[src/rtl/sine_playback_ctrl.sv]
// rtl/sine_playback_ctrl.sv - sine table playback sequencer with rate divider, stride and valid/ready output
module sine_playback_ctrl #(
    parameter int ADDR_W = 8,
    parameter int DATA_W = 8,
    parameter int DIV_W  = 16
) (
    input  logic              clk,
    input  logic              rst_n,
    input  logic              start,
    input  logic              stop,
    input  logic              loop_en,
    input  logic [ADDR_W-1:0] step,
    input  logic [DIV_W-1:0]  rate_div,
    output logic [ADDR_W-1:0] mem_addr,
    output logic              mem_rd,
    input  logic [DATA_W-1:0] mem_data,
    output logic [DATA_W-1:0] sample,
    output logic              sample_valid,
    input  logic              sample_ready,
    output logic              busy,
    output logic              done
);

    typedef enum logic [2:0] {IDLE, READ, CAPTURE, HOLD, WAIT_TICK} state_t;

    state_t              state_q, state_d;
    logic [ADDR_W-1:0]   addr_q, addr_d, step_q, step_d, mem_addr_d;
    logic [DIV_W-1:0]    cnt_q, cnt_d, div_q, div_d;
    logic                loop_q, loop_d;
    logic                mem_rd_d, sample_valid_d, done_d;
    logic [DATA_W-1:0]   sample_d;
    logic [ADDR_W:0]     sum;

    // Extra top bit flags running off the end of the table.
    assign sum = {1'b0, addr_q} + {1'b0, step_q};

    always_ff @(posedge clk or negedge rst_n) begin
        if (!rst_n) begin
            state_q      <= IDLE;
            addr_q       <= '0;
            step_q       <= '0;
            cnt_q        <= '0;
            div_q        <= '0;
            loop_q       <= 1'b0;
            mem_addr     <= '0;
            mem_rd       <= 1'b0;
            sample       <= '0;
            sample_valid <= 1'b0;
            busy         <= 1'b0;
            done         <= 1'b0;
        end else begin
            state_q      <= state_d;
            addr_q       <= addr_d;
            step_q       <= step_d;
            cnt_q        <= cnt_d;
            div_q        <= div_d;
            loop_q       <= loop_d;
            mem_addr     <= mem_addr_d;
            mem_rd       <= mem_rd_d;
            sample       <= sample_d;
            sample_valid <= sample_valid_d;
            busy         <= (state_d != IDLE);
            done         <= done_d;
        end
    end

    always_comb begin
        state_d        = state_q;
        addr_d         = addr_q;
        step_d         = step_q;
        cnt_d          = cnt_q;
        div_d          = div_q;
        loop_d         = loop_q;
        mem_addr_d     = mem_addr;
        mem_rd_d       = 1'b0;
        sample_d       = sample;
        sample_valid_d = sample_valid;
        done_d         = 1'b0;

        case (state_q)
            IDLE: begin
                if (start && !stop) begin
                    loop_d     = loop_en;
                    div_d      = rate_div;
                    step_d     = (step == '0) ? ADDR_W'(1) : step;
                    addr_d     = '0;
                    mem_addr_d = '0;
                    mem_rd_d   = 1'b1;
                    state_d    = READ;
                end
            end
            READ: state_d = CAPTURE;
            CAPTURE: begin
                sample_d       = mem_data;
                sample_valid_d = 1'b1;
                state_d        = HOLD;
            end
            HOLD: begin
                if (sample_valid && sample_ready) begin
                    sample_valid_d = 1'b0;
                    if (sum[ADDR_W] && !loop_q) begin
                        done_d  = 1'b1;
                        state_d = IDLE;
                    end else begin
                        addr_d  = sum[ADDR_W-1:0];
                        cnt_d   = '0;
                        state_d = WAIT_TICK;
                    end
                end
            end
            WAIT_TICK: begin
                if (cnt_q == div_q) begin
                    mem_addr_d = addr_q;
                    mem_rd_d   = 1'b1;
                    state_d    = READ;
                end else begin
                    cnt_d = cnt_q + 1'b1;
                end
            end
            default: state_d = IDLE;
        endcase

        // Abort wins over everything except an idle controller.
        if (stop && state_q != IDLE) begin
            state_d        = IDLE;
            sample_valid_d = 1'b0;
            mem_rd_d       = 1'b0;
            done_d         = 1'b0;
        end
    end

endmodule

[config.mk]
export PLATFORM = sky130hd
export DESIGN_NAME = sine_playback_ctrl
export DESIGN_NICKNAME = d
export VERILOG_FILES = /design/src/rtl/sine_playback_ctrl.sv
export SDC_FILE = /design/constraint.sdc
export NUM_CORES = 1
export LEC_CHECK = 0
export CORE_UTILIZATION = 40
export CTS_BUF_LIST = sky130_fd_sc_hd__clkbuf_8
export DETAILED_ROUTE_END_ITERATION = 8
export SLEW_MARGIN = 5
export SYNTH_ARGS = -nofsm -noshare
export SYNTH_HDL_FRONTEND = slang
export SYNTH_SLANG_ARGS = --single-unit
[constraint.sdc]
create_clock -name clk -period 2.78 [get_ports clk]
set_clock_uncertainty 0.2 [all_clocks]
set_input_delay 0.695 -clock clk [delete_from_list [all_inputs] [get_ports clk]]
set_output_delay 0.695 -clock clk [all_outputs]
set_load 0.05 [all_outputs]
# == Yosys cells after proc, flatten, opt, wreduce, memory -nomap -nowiden ==
# Cells that the tools add are included.
# totals
regBits,72
in_bits,38
word_cells,72
# op_classes
addsub,2
eq_ne,11
mux,28
n_reduce_logical,19
# ops
operator,count
$mux W16,3
$mux W8,5
$pmux W16 S2,1
$pmux W8 S2,2
$add A16 B1 Y16 const B,1
$eq A16 B16 Y1,1
$mux W3,5
$pmux W3 S5,1
$ne A2 B2 Y1 const B,5
$add A8 B8 Y9,1
$mux W1,9
$reduce_bool A3 Y1,3
$logic_not A8 Y1,1
$reduce_and A4 Y1,2
$eq A3 B2 Y1 const B,2
$reduce_bool A2 Y1,3
$logic_and A1 B1 Y1,4
$pmux W1 S2,2
$reduce_and A2 Y1,2
$eq A3 B1 Y1 const B,1
$eq A3 B3 Y1 const B,1
$logic_not A3 Y1,1
$ne A3 B3 Y1 const B,1
$reduce_and A3 Y1,1
$logic_not A1 Y1,2

# == Longest topological paths before layout ==
# Gate-level depths: netlist of the first run.
# depth
depth_word,7
ltp_mapped,9
ltp_nobuf,8

# == Worst setup path before layout of the first run ==
# No wires, ideal clock.
# synth_path
path_type,register to register
from,register addr_q[0]
to,register cnt_q[10]
setup_time_ns,0.126
arrival_time_ns,2.175
slack_ns,0.279
path_stages_with_launch,10
n_path_buf,1
period_less_slack_ns,2.501
cell_sequence,dfrtp_1 > ha_1 > inv_1 > fa_1 > nor2b_4 > o31a_1 > o31a_1 > or2_0 > buf_2 > a311o_1
# synth_between
elab_chain_len,4
# synth_rtl
element,line,source
from (decl),27,"logic [ADDR_W-1:0] addr_q, addr_d, step_q, step_d, mem_addr_d;"
from (signal assigned),53,addr_q <= addr_d;
$add A8 B8 Y9,35,"assign sum = {1'b0, addr_q} + {1'b0, step_q};"
$logic_and A1 B1 Y1,101,if (sum[ADDR_W] && !loop_q) begin
$ne A2 B2 Y1 (no source line),-,
$reduce_and A4 Y1 (no source line),-,
to (signal assigned),55,cnt_q <= cnt_d;
to (decl),28,"logic [DIV_W-1:0] cnt_q, cnt_d, div_q, div_d;"
# Every way passes these cells.
# A chain may end at the register's enable or synchronous reset.

# == Worst setup path after layout of the first run ==
# layout_path
from,register addr_q[0]
to,register cnt_q[13]
# The elaborated chain is that of the path after synthesis.

==> flow_summary_export.csv, run 1 <==
group,metric,value,unit
outcome,status,"finished, final reports clean",
drt,avgViaCountPerCell,5.38,
timing,fmax,382,MHz
clock_tree,tritoncts,"done",
yosys,synthMuxAreaShare,10.9,%
clock_tree,numCtsBuffers,9,
yosys,async_flop_share,100,%
cells_and_area,drive_gt1_share,16.5,%
global_route,grtUsageMet2,28.2,%
hold_path,holdCritPathClass,"in -> async",
yosys,yosys.area.top_type,"dfrtp_1",
yosys,synthAdderAreaFrac,3.72,%
yosys,syn_inst,323,
global_route,antenna_found_initial,0,
timing,setup_viol,0,
clock_tree,cts_root_buf,"clkbuf_8",
floorplan,ios,58,
cells_and_area,layout.area.seq,1800,µm²
floorplan,dieArea,9310,µm²
clock_tree,insertion_delay,0.35,ns
yosys,netlist.area_leader.share,50.5,%
yosys,ys.flop_type,"dfrtp_1",
timing,fin_crit_sh,94.1,%
clock_tree,cts_hold_buf,0,
drt,ant_nets,0,
cells_and_area,layout_common_cells,"dfrtp_1 (72), clkdlybuf4s50_1 (56), mux2_2 (32)",
timing,slew_violations,0,
cells_and_area,mostFrequentLayoutCell,"dfrtp_1",
setup_path,critPathCaptureType,"register",
timing,worstMarginPinSlew,0.621,ns
floorplan,core,8680,µm²
yosys,synth_edf_count,0,
clock_tree,post_cts_resized,0,
yosys,synth_seq_cells,72,
drt,dr.first_iter.drc_count,145,
placed_design,place_congestion,0.800,
yosys,synth_top_family_by_area,"simple AND/OR/NAND/NOR gates",
cells_and_area,fillers,805,
drt,vias,2699,
clock_tree,clock-sinks,72,
power,total_power,3.68,mW
power,power_per_cell_area,804,nW/µm²
run,maxCapViolCount,0,
setup_path,crit_chain,"ha_1, inv_1, fa_1, nor2b_4, o31a_1, o31a_1, or2_0, a311o_1",
yosys,synth_area_leaders,"dfrtp_1 (50%), mux2_2 (10%), xor2_1 (3.9%), o21ai_0 (3.2%), ha_1 (3.2%)",
timing,fin_crit,2.62,ns
yosys,syn_nets,371,
yosys,yosys.area_share.simple,14.2,%
setup_path,criticalPathCategory,"reg -> reg",
setup_path,worstPathRequired,2.81,ns
cells_and_area,final_util,52.8,%
cells_and_area,diodes,0,
placed_design,dpl.hpwl,5.36,mm
yosys,ys_seq_area_share,50.5,%
cells_and_area,fin_nets,437,
setup_path,start_kind,"register",
clock_tree,clk_pin_slew_worst_paths,0.08,ns
global_route,grtUsageMet3,4.15,%
yosys,synth-compound-area-share,13.1,%
global_route,use_met1,24.5,%
yosys,synth_xor_area_share,4.91,%
setup_path,cp_slowest_cell,"dfrtp_1",
global_route,grt_max_degree,73,
setup_path,arrival,2.65,ns
timing,slew_headroom,58.5,%
setup_path,crit_fanout,6,
yosys,ys_types,44,
yosys,synth_area,3570,µm²
floorplan,die_h,96.5,µm
cells_and_area,multi_input_comb_area,1670,µm²
timing,hold_viol,0,
global_route,track_usage,18.2,%
timing,setup_tns,0,ns
global_route,grt_pass1_vias,2743,
global_route,busiest_layer,"met2",
floorplan,fp-row-count,34,
setup_path,crit_path_frequent_cell,"o31a_1",
drt,drt-total-wl,7.60,mm
placed_design,io_buffers,57,
clock_tree,htree_num_levels,3,
power,power.leakage,1.94,nW
clock_tree,cts_setup_buffers,0,
yosys,yosys_warnings,0,
power,peakVddDrop,0.610,mV
cells_and_area,area_delta_synth_final,28.3,%
drt,drt_pass1_iterations,4,
drt,drc,0,
clock_tree,cts_buffer_depth,2,
global_route,grt.overflow.total,0,
drt,wl_per_cell,15.1,µm
yosys,avgSynthCellArea,11.1,µm²
setup_path,critPathMaxStageDelay,0.41,ns
timing,hold_ws,0.161,ns
timing,rsz0062_at_grt,"no",
floorplan,start_util,41.1,%
floorplan,die_w,96.5,µm
global_route,grt_pass1_wl,12.8,mm
-- power breakdown --
group          leakage, nW  internal [mW]  total, mW  switching (mW)
Sequential           0.890           1.30       1.53           0.224
Combinational        0.912          0.491       1.05           0.559
Clock                0.136          0.709       1.10           0.396
Total                 1.94           2.50       3.68            1.18
-- stage by stage --
stage	setup WS, ns	area, µm²	cells
after floorplan	0.279	3570	323
after global placement	0.0509	4310	486
after detailed placement	0.0101	4310	486
after CTS	0.163	4580	502
after global routing	0.0632	4580	502
final	0.164	4580	502
-- final cells by class --
class,instances,area share [%]
Timing Repair Buffer,70,14.8
Multi-Input combinational cell,228,36.5
Inverter,8,0.656
Sequential cell,72,39.3
Clock buffer,10,3.00
Tap cell,108,2.95
Clock inverter,6,2.84
-- critical path: cells and delay by family, from the launching register on --
family / cells / cell delay (ns)
compound gates: 3 / 0.93
simple gates: 2 / 0.41
fa+ha+maj: 2 / 0.48
buf+inv: 1 / 0.07
flops: 1 / 0.41
-- worst paths after layout --
path	slack (ns)	cells after the start	startpoint	endpoint
max	0.16	8	addr_q[0]	cnt_q[13]
min	0.16	2	rst_n	div_q[10]
max reg2reg	0.16	8	addr_q[0]	cnt_q[13]
min reg2reg	0.31	2	step_q[0]	step_q[0]
max in group asynchronous	1.89	2	rst_n	cnt_q[2]
min in group clk	0.31	2	step_q[0]	step_q[0]
-- cells by family (layout without fill, tap and decap cells) --
logic type	Yosys count	count (layout)
AND/OR/NAND/NOR	92	92
XOR/XNOR	20	20
multiplexers	35	35
AO/OA/AOI/OAI	71	71
buffers and inverters	23	94
adder cells (fa/ha/maj)	10	10
flip-flops	72	72
-- routing by layer --
| metal | wire length [µm] | vias up | part of all wire [%] |
|---|---|---|---|
| met2 | 3410 | 57 | 45 |
| li1 | - | 1325 | - |
| met5 | 0 | - | 0 |
| met1 | 3710 | 1306 | 49 |
| met3 | 346 | 11 | 4.6 |
| met4 | 131 | 0 | 1.7 |
-- Yosys cell counts (3+ instances only) --
library cell and n:
nand3_1 19, or3_1 7, and3_1 8, o21ai_0 23, o211ai_1 3, mux2i_1 3
mux2_2 32, clkbuf_1 5, a22o_1 6, inv_1 8, dfrtp_1 72, nand4_1 6
and4_1 5, nand2_1 19, xnor2_1 4, buf_2 9, a311o_1 3, xor2_1 16
ha_1 9, nor2_1 9, a21oi_1 17, o21a_1 3, nor4_1 8
-- state kept, by name (all words and copies together) (netlist names), 3 cells and up --
| register | cells |
|---|---|
| cnt_q | 16 |
| sample | 8 |
| step_q | 8 |
| addr_q | 8 |
| div_q | 16 |
| state_q | 3 |
| mem_addr | 8 |
Note: power is estimated with default switching activity, not from simulation.
==> run 2, diff against run 1 <==
- SKIP_LAST_GASP: unset -> 1
==> results of run 2 <==
Final layout, timing and power as in run 1 (identical DEF).
==> run 3, diff against run 2 <==
- ABC_AREA: unset -> 1
- CELL_PAD_IN_SITES_DETAIL_PLACEMENT: unset -> 0
- CELL_PAD_IN_SITES_GLOBAL_PLACEMENT: unset -> 1
- PLACE_DENSITY_LB_ADDON: unset -> 0.1
==> run 3 against run 2 <==
Effect of this change:
- largest cell class unchanged
- design area is 3.0% higher
- critical endpoint is now sample_valid
- cell count rose by 36%
- via count increased by 20%
- fmax is 7.1% higher
- routed wire length is 15% higher
- worst setup slack improved by 0.17 ns
==> flow_summary_export.csv, run 3 <==
group,metric,value,unit
outcome,status,"finished, final reports clean",
drt,drt-total-wl,8.76,mm
placed_design,dpl.hpwl,6.40,mm
global_route,grt.overflow.total,0,
yosys,synth_commonest_cells,"nand2_1 (199), dfrtp_1 (72), inv_1 (48)",
power,total_power,3.79,mW
floorplan,core,9200,µm²
yosys,ys.flop_type,"dfrtp_1",
setup_path,crit_family,"buffers and inverters",
timing,slew_violations,0,
global_route,grt_max_degree,37,
power,peakVddDrop,0.451,mV
timing,setup_tns,0,ns
yosys,synth_area_leaders,"dfrtp_1 (47%), nand2_1 (20%), inv_1 (4.7%), nor2_1 (4.7%), nand3_1 (4.2%)",
setup_path,crit_chain,"clkdlybuf4s50_1",
global_route,antenna_found_initial,0,
floorplan,die_h,99.4,µm
timing,setup_viol,0,
setup_path,start_kind,"register",
drt,dr.first_iter.drc_count,62,
timing,worstMarginPinSlew,0.684,ns
setup_path,crit_fanout,4,
yosys,netlist.area_leader.share,47.5,%
yosys,syn_nets,552,
cells_and_area,fillers,914,
yosys,ys_types,28,
yosys,async_flop_share,100,%
setup_path,worstPathRequired,1.88,ns
global_route,track_usage,19.4,%
setup_path,critPathMaxStageDelay,0.82,ns
clock_tree,tritoncts,"done",
power,power.leakage,2.33,nW
floorplan,start_util,41.3,%
yosys,synth_edf_count,0,
run,maxCapViolCount,0,
yosys,avgSynthCellArea,7.53,µm²
global_route,grt_pass1_vias,3276,
clock_tree,cts_setup_buffers,0,
drt,drt_pass1_iterations,6,
placed_design,place_congestion,0.810,
power,power_per_cell_area,803,nW/µm²
timing,fin_crit,2.44,ns
drt,ant_nets,0,
global_route,grt_pass1_wl,15.1,mm
clock_tree,cts_buffer_depth,2,
drt,wl_per_cell,12.8,µm
cells_and_area,final_util,51.3,%
clock_tree,clock-sinks,72,
clock_tree,cts_root_buf,"clkbuf_8",
clock_tree,clk_pin_slew_worst_paths,0.08,ns
cells_and_area,top_regs,"cnt_q: 16 flops, div_q: 16 flops",
cells_and_area,drive_gt1_share,7.16,%
cells_and_area,area_delta_synth_final,24.3,%
cells_and_area,layout_common_cells,"nand2_1 (199), dfrtp_1 (72), clkdlybuf4s50_1 (56)",
placed_design,io_buffers,57,
setup_path,arrival,1.55,ns
floorplan,ios,58,
cells_and_area,fin_nets,616,
floorplan,dieArea,9880,µm²
floorplan,fp-row-count,35,
hold_path,holdCritPathClass,"in -> async",
clock_tree,post_cts_resized,0,
timing,fin_crit_sh,87.9,%
timing,fmax,409,MHz
yosys,synth_seq_cells,72,
setup_path,cp_slowest_cell,"clkdlybuf4s50_1",
clock_tree,numCtsBuffers,9,
timing,hold_viol,0,
cells_and_area,mostFrequentLayoutCell,"nand2_1",
yosys,yosysMostFrequentCell,"nand2_1",
drt,avgViaCountPerCell,4.75,
clock_tree,insertion_delay,0.34,ns
clock_tree,cts_hold_buf,0,
drt,drc,0,
cells_and_area,layout.area.seq,1800,µm²
yosys,yosys.area.top_type,"dfrtp_1",
drt,vias,3250,
yosys,yosys_warnings,0,
timing,slew_headroom,54.2,%
cells_and_area,diodes,0,
yosys,syn_inst,504,
setup_path,critPathCaptureType,"output port",
yosys,ys_seq_area_share,47.5,%
clock_tree,htree_num_levels,3,
yosys,synth_area,3790,µm²
setup_path,criticalPathCategory,"reg -> out",
timing,rsz0062_at_grt,"no",
cells_and_area,multi_input_comb_area,1720,µm²
setup_path,crit_buf_inv,1,
floorplan,die_w,99.4,µm
-- run 3: logic make-up (layout without fill, tap and decap cells) --
logic type	Yosys count	count (layout)	synth area share, %
xor+xnor	17	17	3.92
flops	72	72	47.5
simple gates	295	295	31.3
buf+inv	66	135	7.06
compound gates	44	44	6.70
fa+ha+maj	10	10	3.50
-- run 3: final timing paths --
path / start / endpoint / slack [ns] / depth (start not counted)
min: rst_n / div_q[4] / 0.03 / 1
max in group asynchronous: rst_n / div_q[6] / 1.74 / 2
max: sample_valid / sample_valid / 0.34 / 1
min in group clk: sample[3] / sample[3] / 0.28 / 2
max reg2reg: addr_q[0] / cnt_q[15] / 0.36 / 13
min reg2reg: sample[3] / sample[3] / 0.28 / 2
-- run 3: where the power goes --
part	switching [mW]	total, mW	internal (mW)
clock network	0.408	0.843	0.435
logic	0.905	1.42	0.513
registers	0.190	1.53	1.34
total	1.50	3.79	2.29
-- run 3: final cells by class --
class | instances | area share [%]
Sequential cell | 72 | 38.2
Multi-Input combinational cell | 366 | 36.6
Timing Repair Buffer | 65 | 13.8
Inverter | 54 | 4.30
Tap cell | 111 | 2.95
Clock buffer | 10 | 2.92
Clock inverter | 6 | 1.27
-- run 3: worst reg2reg max path: stages (launching register included) --
cell and delay, ns:
dfrtp_1 0.39, ha_1 0.19, inv_1 0.06, fa_1 0.42, o21ai_2 0.25, nand2_1 0.07, nand3_1 0.07, nand2_1 0.09
nand2_1 0.11, nand2_1 0.12, buf_12 0.19, inv_1 0.10, nand2_1 0.06, nand2_1 0.06
-- run 3: layer usage --
layer  wire [µm]  vias up  global-route usage, %
met4         104        0                   6.79
met2        4450       45                   34.7
met5           0        -                      0
met1        3980     1498                   23.6
met3         226        9                   3.23
li1            -     1698                      -
-- run 3: per-stage QoR --
step / setup WS (ns) / hold WS (ns) / area [µm²] / cells
6_report: 0.337 / 0.0312 / 4720 / 684
3_5_place_dp: 0.329 / 0.259 / 4520 / 668
2_1_floorplan: 0.616 / 0.199 / 3790 / 504
3_3_place_gp: 0.370 / 0.255 / 4520 / 668
4_1_cts: 0.305 / 0.0282 / 4720 / 684
5_1_grt: 0.195 / 0.0315 / 4720 / 684
==> RTL change 1, RTL diff (settings of run 2) <==
The 5 states of `state_t` get a one-hot encoding in 5 bits.
--- a/src/rtl/sine_playback_ctrl.sv
+++ b/src/rtl/sine_playback_ctrl.sv
@@ -21,7 +21,7 @@
     output logic              done
 );
 
-    typedef enum logic [2:0] {IDLE, READ, CAPTURE, HOLD, WAIT_TICK} state_t;
+    typedef enum logic [4:0] {IDLE = 5'b00001, READ = 5'b00010, CAPTURE = 5'b00100, HOLD = 5'b01000, WAIT_TICK = 5'b10000} state_t;
 
     state_t              state_q, state_d;
     logic [ADDR_W-1:0]   addr_q, addr_d, step_q, step_d, mem_addr_d;
Function: no difference found for any inputs over 10 cycles, from zero or initial values and one cycle with rst_n low; not proved beyond that.
==> RTL change 1 against run 2 <==
  * Power rose by 0.50%
  * Wire length up 6.0%
  * Final area is 3.1% higher
  * Critical path depth up 1
  * Die area rose by 5.3%
  * Final cell count up 14%
  * Sequential cell count increased by 2
  * Highest routed layer unchanged
  * Setup slack gained 0.044 ns
  * Largest power group unchanged
  * Synthesized area rose by 5.4%
==> RTL change 1: results (changes against run 2) <==
- The area of the multi-input gates was 1770 um^2 (was 1670 um^2).
- The wire length reported by the detailed router is 8.05 mm (was 7.60 mm).
- The setup slack on the worst flop-to-flop path is 0.21 ns (was 0.16 ns).
- The fraction of area in registers is 39.2% (was 39.3%).
- The instance count after placement with tap cells included is 552 (was 486).
- The half-perimeter wire length after placement is 5.71 mm (was 5.36 mm).
- Synth cell count leaders: nand2_1 (99), dfrtp_1 (73), xor2_1 (23), nand3_1 (21), o21ai_0 (16) (was dfrtp_1 (72), mux2_2 (32), o21ai_0 (23), nand2_1 (19), nand3_1 (19)).
- The pin slew with the least headroom to its limit is 0.510 ns (was 0.621 ns).
- The clock-cell share of area was 4.85% (was 5.85%).
- The data arrival time of the critical path is 2.66 ns (was 2.65 ns).
- The post-detailed-placement cell area is 4470 um^2 (was 4310 um^2).
- The count of buffers not belonging to the clock network in the layout is 67 (was 70).
- The depth of the most critical reg-to-reg path is 9 (was 8).
- The final layout net count was 502 (was 437).
- The count of clock tree sinks is 74 (was 72).
- The relative contribution of the clock network to total power is 25.8% (was 30.0%).
- The fraction of the yosys area taken by sequential cells was 49.2% (was 50.5%).
- The final-layout clock buffer total is 11 (was 10).
- The routability-driven placement congestion ratio is 0.812 (was 0.800).
- The largest fanout of any net on the critical path was 13 (was 6).
- The mean area per synthesized cell is 9.55 um^2 (was 11.1 um^2).
- The number of ordinary inverters in the final layout is 15 (was 8).
- The non-clock buffering overhead in the final layout is 14.4% (was 14.8%).
- The maximum number of pins on one net before global-route repair was 75 (was 73).
- The slowest library cell on the worst path was or4b_1 (was dfrtp_1).
- Biggest area contributors in the synthesized netlist: dfrtp_1 (49%), nand2_1 (9.9%), xor2_1 (5.4%), ha_1 (3.0%), nand3_1 (2.8%) (was dfrtp_1 (50%), mux2_2 (10%), xor2_1 (3.9%), o21ai_0 (3.2%), ha_1 (3.2%)).
- The initial detailed-routing violation count is 97 (was 145).
- The worst hold slack is 0.160 ns (was 0.161 ns).
- Run status: finished clean (unchanged).
- The average via count per standard cell came to 5.17 (was 5.38).
- The clock network power is 955 uW (was 1.10 mW).
- The instance count of the mapped netlist is 394 (was 323).
- The distinct cell type count of the synthesized netlist is 49 (was 44).
- The switching share of total power is 35.0% (was 32.0%).
- The combinational group power is 1.21 mW (was 1.05 mW).
- The leakage power of the design is 2.14 nW (was 1.94 nW).
- The longest individual stage delay on the worst path is 0.46 ns (was 0.41 ns).
- The via count of the first global-routing pass is 2990 (was 2743).
- The fill cell total of the finished layout is 896 (was 805).
- The post-synthesis net count is 442 (was 371).
- The share of post-route cells with drive strength above 1 came to 10.0% (was 16.5%).
- The worst slack at placement came to 0.0713 ns (was 0.0101 ns).
## RTL change 1: cell types whose count changed in the layout (fill, tap and decap cells not counted), sizes merged, moves of 4 or more
cell | before | now
xor2 | 16 | 23
a22o | 6 | 0
o21ai | 23 | 17
nor2 | 9 | 16
xnor2 | 4 | 0
a21oi | 17 | 11
nand2 | 19 | 101
or3 | 7 | 3
nand4 | 6 | 2
a21boi | 0 | 4
and4 | 5 | 0
mux2i | 3 | 10
inv | 8 | 16
mux2 | 32 | 9
## RTL change 1: worst max-delay path, delay by kind of cell, from the launching register on
kind,cells,cell delay [ns]
AOI/OAI and AO/OA,2,0.41
adders and majority gates,2,0.56
buffers and inverters,1,0.05
DFF,1,0.38
and+or+nand+nor,4,0.89
## RTL change 1: how the worst max path moves through the flow
stage                          from   endpoint  cells past startpoint
final                     addr_q[0]   cnt_q[5]                      9
after global placement    addr_q[0]  addr_q[2]                     10
after floorplan           addr_q[0]  cnt_q[10]                      9
after global routing      addr_q[0]   cnt_q[5]                      9
after CTS                 addr_q[0]  addr_q[6]                     10
after detailed placement  addr_q[0]  addr_q[7]                     10
## RTL change 1: cell families after synthesis
logic type | after synthesis | synth area share (%)
fa+ha+maj | 10 | 3.52
compound gates | 58 | 10.7
mux | 19 | 5.35
xor+xnor | 23 | 5.35
simple gates | 177 | 21.8
flops | 74 | 49.2
buf+inv | 33 | 4.02
## RTL change 1: routing by layer
layer  track usage [%]  up-vias  share of wire [%]
met5                 0        -                  0
met4              8.61        0                1.5
met3              3.33       12                4.3
met2              29.6       70                 46
met1              24.3     1389                 48
li1                  -     1475                  -
## RTL change 1: repair_timing
item	CTS	global route
endpoints found under the setup margin	0	16
buffers inserted	0	2
gates resized for setup	0	1
==> RTL change 2, RTL diff (flow settings as in run 2) <==
Made on the original files. `ADDR_W`: 8 -> 7.
--- a/src/rtl/sine_playback_ctrl.sv
+++ b/src/rtl/sine_playback_ctrl.sv
@@ -1,6 +1,6 @@
 // rtl/sine_playback_ctrl.sv - sine table playback sequencer with rate divider, stride and valid/ready output
 module sine_playback_ctrl #(
-    parameter int ADDR_W = 8,
+    parameter int ADDR_W = 7,
     parameter int DATA_W = 8,
     parameter int DIV_W  = 16
 ) (
Interface: changed (resized mem_addr and step); port bits go from 58 to 56. No check against the original RTL was run, so the function may have changed too.
==> RTL change 2 against run 2 <==
  * Setup slack gained 0.089 ns
  * Synthesized area shrank 2.1%
  * Final cell count grew 6.6%
  * Register-to-register slack gained 0.28 ns
  * Final area shrank 4.0%
  * Power grew 16%
  * Wire length grew 4.1%
  * Sequential cell count shrank 3
  * Critical path type is now reg2out
==> RTL change 2: results (changes against run 2) <==
- The endpoint kind of the worst setup timing path is an output port (was register).
- The top cell family by delay on the critical path is buffers and inverters (was compound AO/OA/AOI/OAI gates).
- The total length of routed met3 wires is 232 um (was 346 um).
- The post-route met1 wirelength came to 4.03 mm (was 3.71 mm).
- The depth of the most critical reg-to-reg path came to 6 (was 8).
- The met3 usage in global routing is 3.35% (was 4.15%).
- The final layout net count came to 471 (was 437).
- Biggest area contributors in the synthesized netlist: dfrtp_1 (49%), nand2_1 (9.8%), xnor2_1 (4.3%), mux2_2 (3.5%), ha_1 (2.9%) (was dfrtp_1 (50%), mux2_2 (10%), xor2_1 (3.9%), o21ai_0 (3.2%), ha_1 (3.2%)).
- The fraction of the yosys area taken by sequential cells is 49.4% (was 50.5%).
- The longest individual stage delay on the worst path was 0.84 ns (was 0.41 ns).
- The port buffer count is 55 (was 57).
- The reg-to-reg startpoint is cnt_q[1] (was addr_q[0]).
- The amount of wire on met2 after detailed routing is 3.55 mm (was 3.41 mm).
- The initial detailed-routing violation count is 112 (was 145).
- The slowest library cell on the worst path is clkdlybuf4s50_1 (was dfrtp_1).
- The share of post-route cells with drive strength above 1 is 10.5% (was 16.5%).
- The data arrival time of the critical path came to 1.63 ns (was 2.65 ns).
- The global routing met2 resource utilization came to 29.3% (was 28.2%).
- The maximum number of pins on one net before global-route repair is 70 (was 73).
- The worst setup path endpoint is sample_valid (was cnt_q[13]).
- Run status: finished clean (unchanged).
- Largest registers: cnt_q x16, div_q x16, sample x8 (was cnt_q x16, div_q x16).
- The relative slew slack was 65.2% (was 58.5%).
- The launch point of the worst path is sample_valid (was addr_q[0]).
- The half-perimeter wire length after placement is 5.52 mm (was 5.36 mm).
RTL change 2: changes by cell type in the layout (fill, tap and decap cells not counted), sizes merged, moves of 4 or more:
cell | before | now
nand4 | 6 | 10
and3 | 8 | 2
nand2 | 19 | 91
nor4 | 8 | 4
a22o | 6 | 1
mux2 | 32 | 11
and4 | 5 | 1
xnor2 | 4 | 17
xor2 | 16 | 1
RTL change 2: stage by stage:
stage / instance area, um^2 / worst slack [ns] / instances / hold slack (ns) / total power [mW]
CTS: 4400 / 0.226 / 535 / 0.173 / 4.31
finish: 4400 / 0.253 / 535 / 0.132 / 4.27
global placement: 4180 / 0.315 / 519 / 0.269 / 3.34
floorplan: 3500 / 0.542 / 369 / 0.199 / 2.87
global route: 4400 / 0.188 / 535 / 0.186 / 4.57
detailed placement: 4180 / 0.292 / 519 / 0.269 / 3.37
RTL change 2: layout make-up:
class,instances,area [um^2]
Fill cell,782,3940
Sequential cell,69,1730
Multi-Input combinational cell,272,1640
Timing Repair Buffer,66,653
Tap cell,105,131
Clock buffer,9,124
Clock inverter,7,97.6
Inverter,7,26.3
RTL change 2: logic make-up (layout without fill, tap and decap cells):
logic type | after synthesis | count (layout) | synth area share, %
and+or+nand+nor | 164 | 164 | 22.3
DFF | 69 | 69 | 49.4
AOI/OAI and AO/OA | 65 | 65 | 11.7
buffers and inverters | 28 | 89 | 3.69
xor gates and xnor gates | 18 | 18 | 4.51
muxes | 16 | 16 | 4.98
adders and majority gates | 9 | 9 | 3.44
RTL change 2: how the worst min path moves through the flow:
stage	slack [ns]	to	from	cells past startpoint
finish	0.13	sample_valid	rst_n	2
global route	0.19	sample_valid	rst_n	2
CTS	0.17	busy	rst_n	2
detailed placement	0.27	step_q[5]	step_q[5]	2
global placement	0.27	step_q[5]	step_q[5]	2
floorplan	0.20	addr_q[0]	rst_n	0
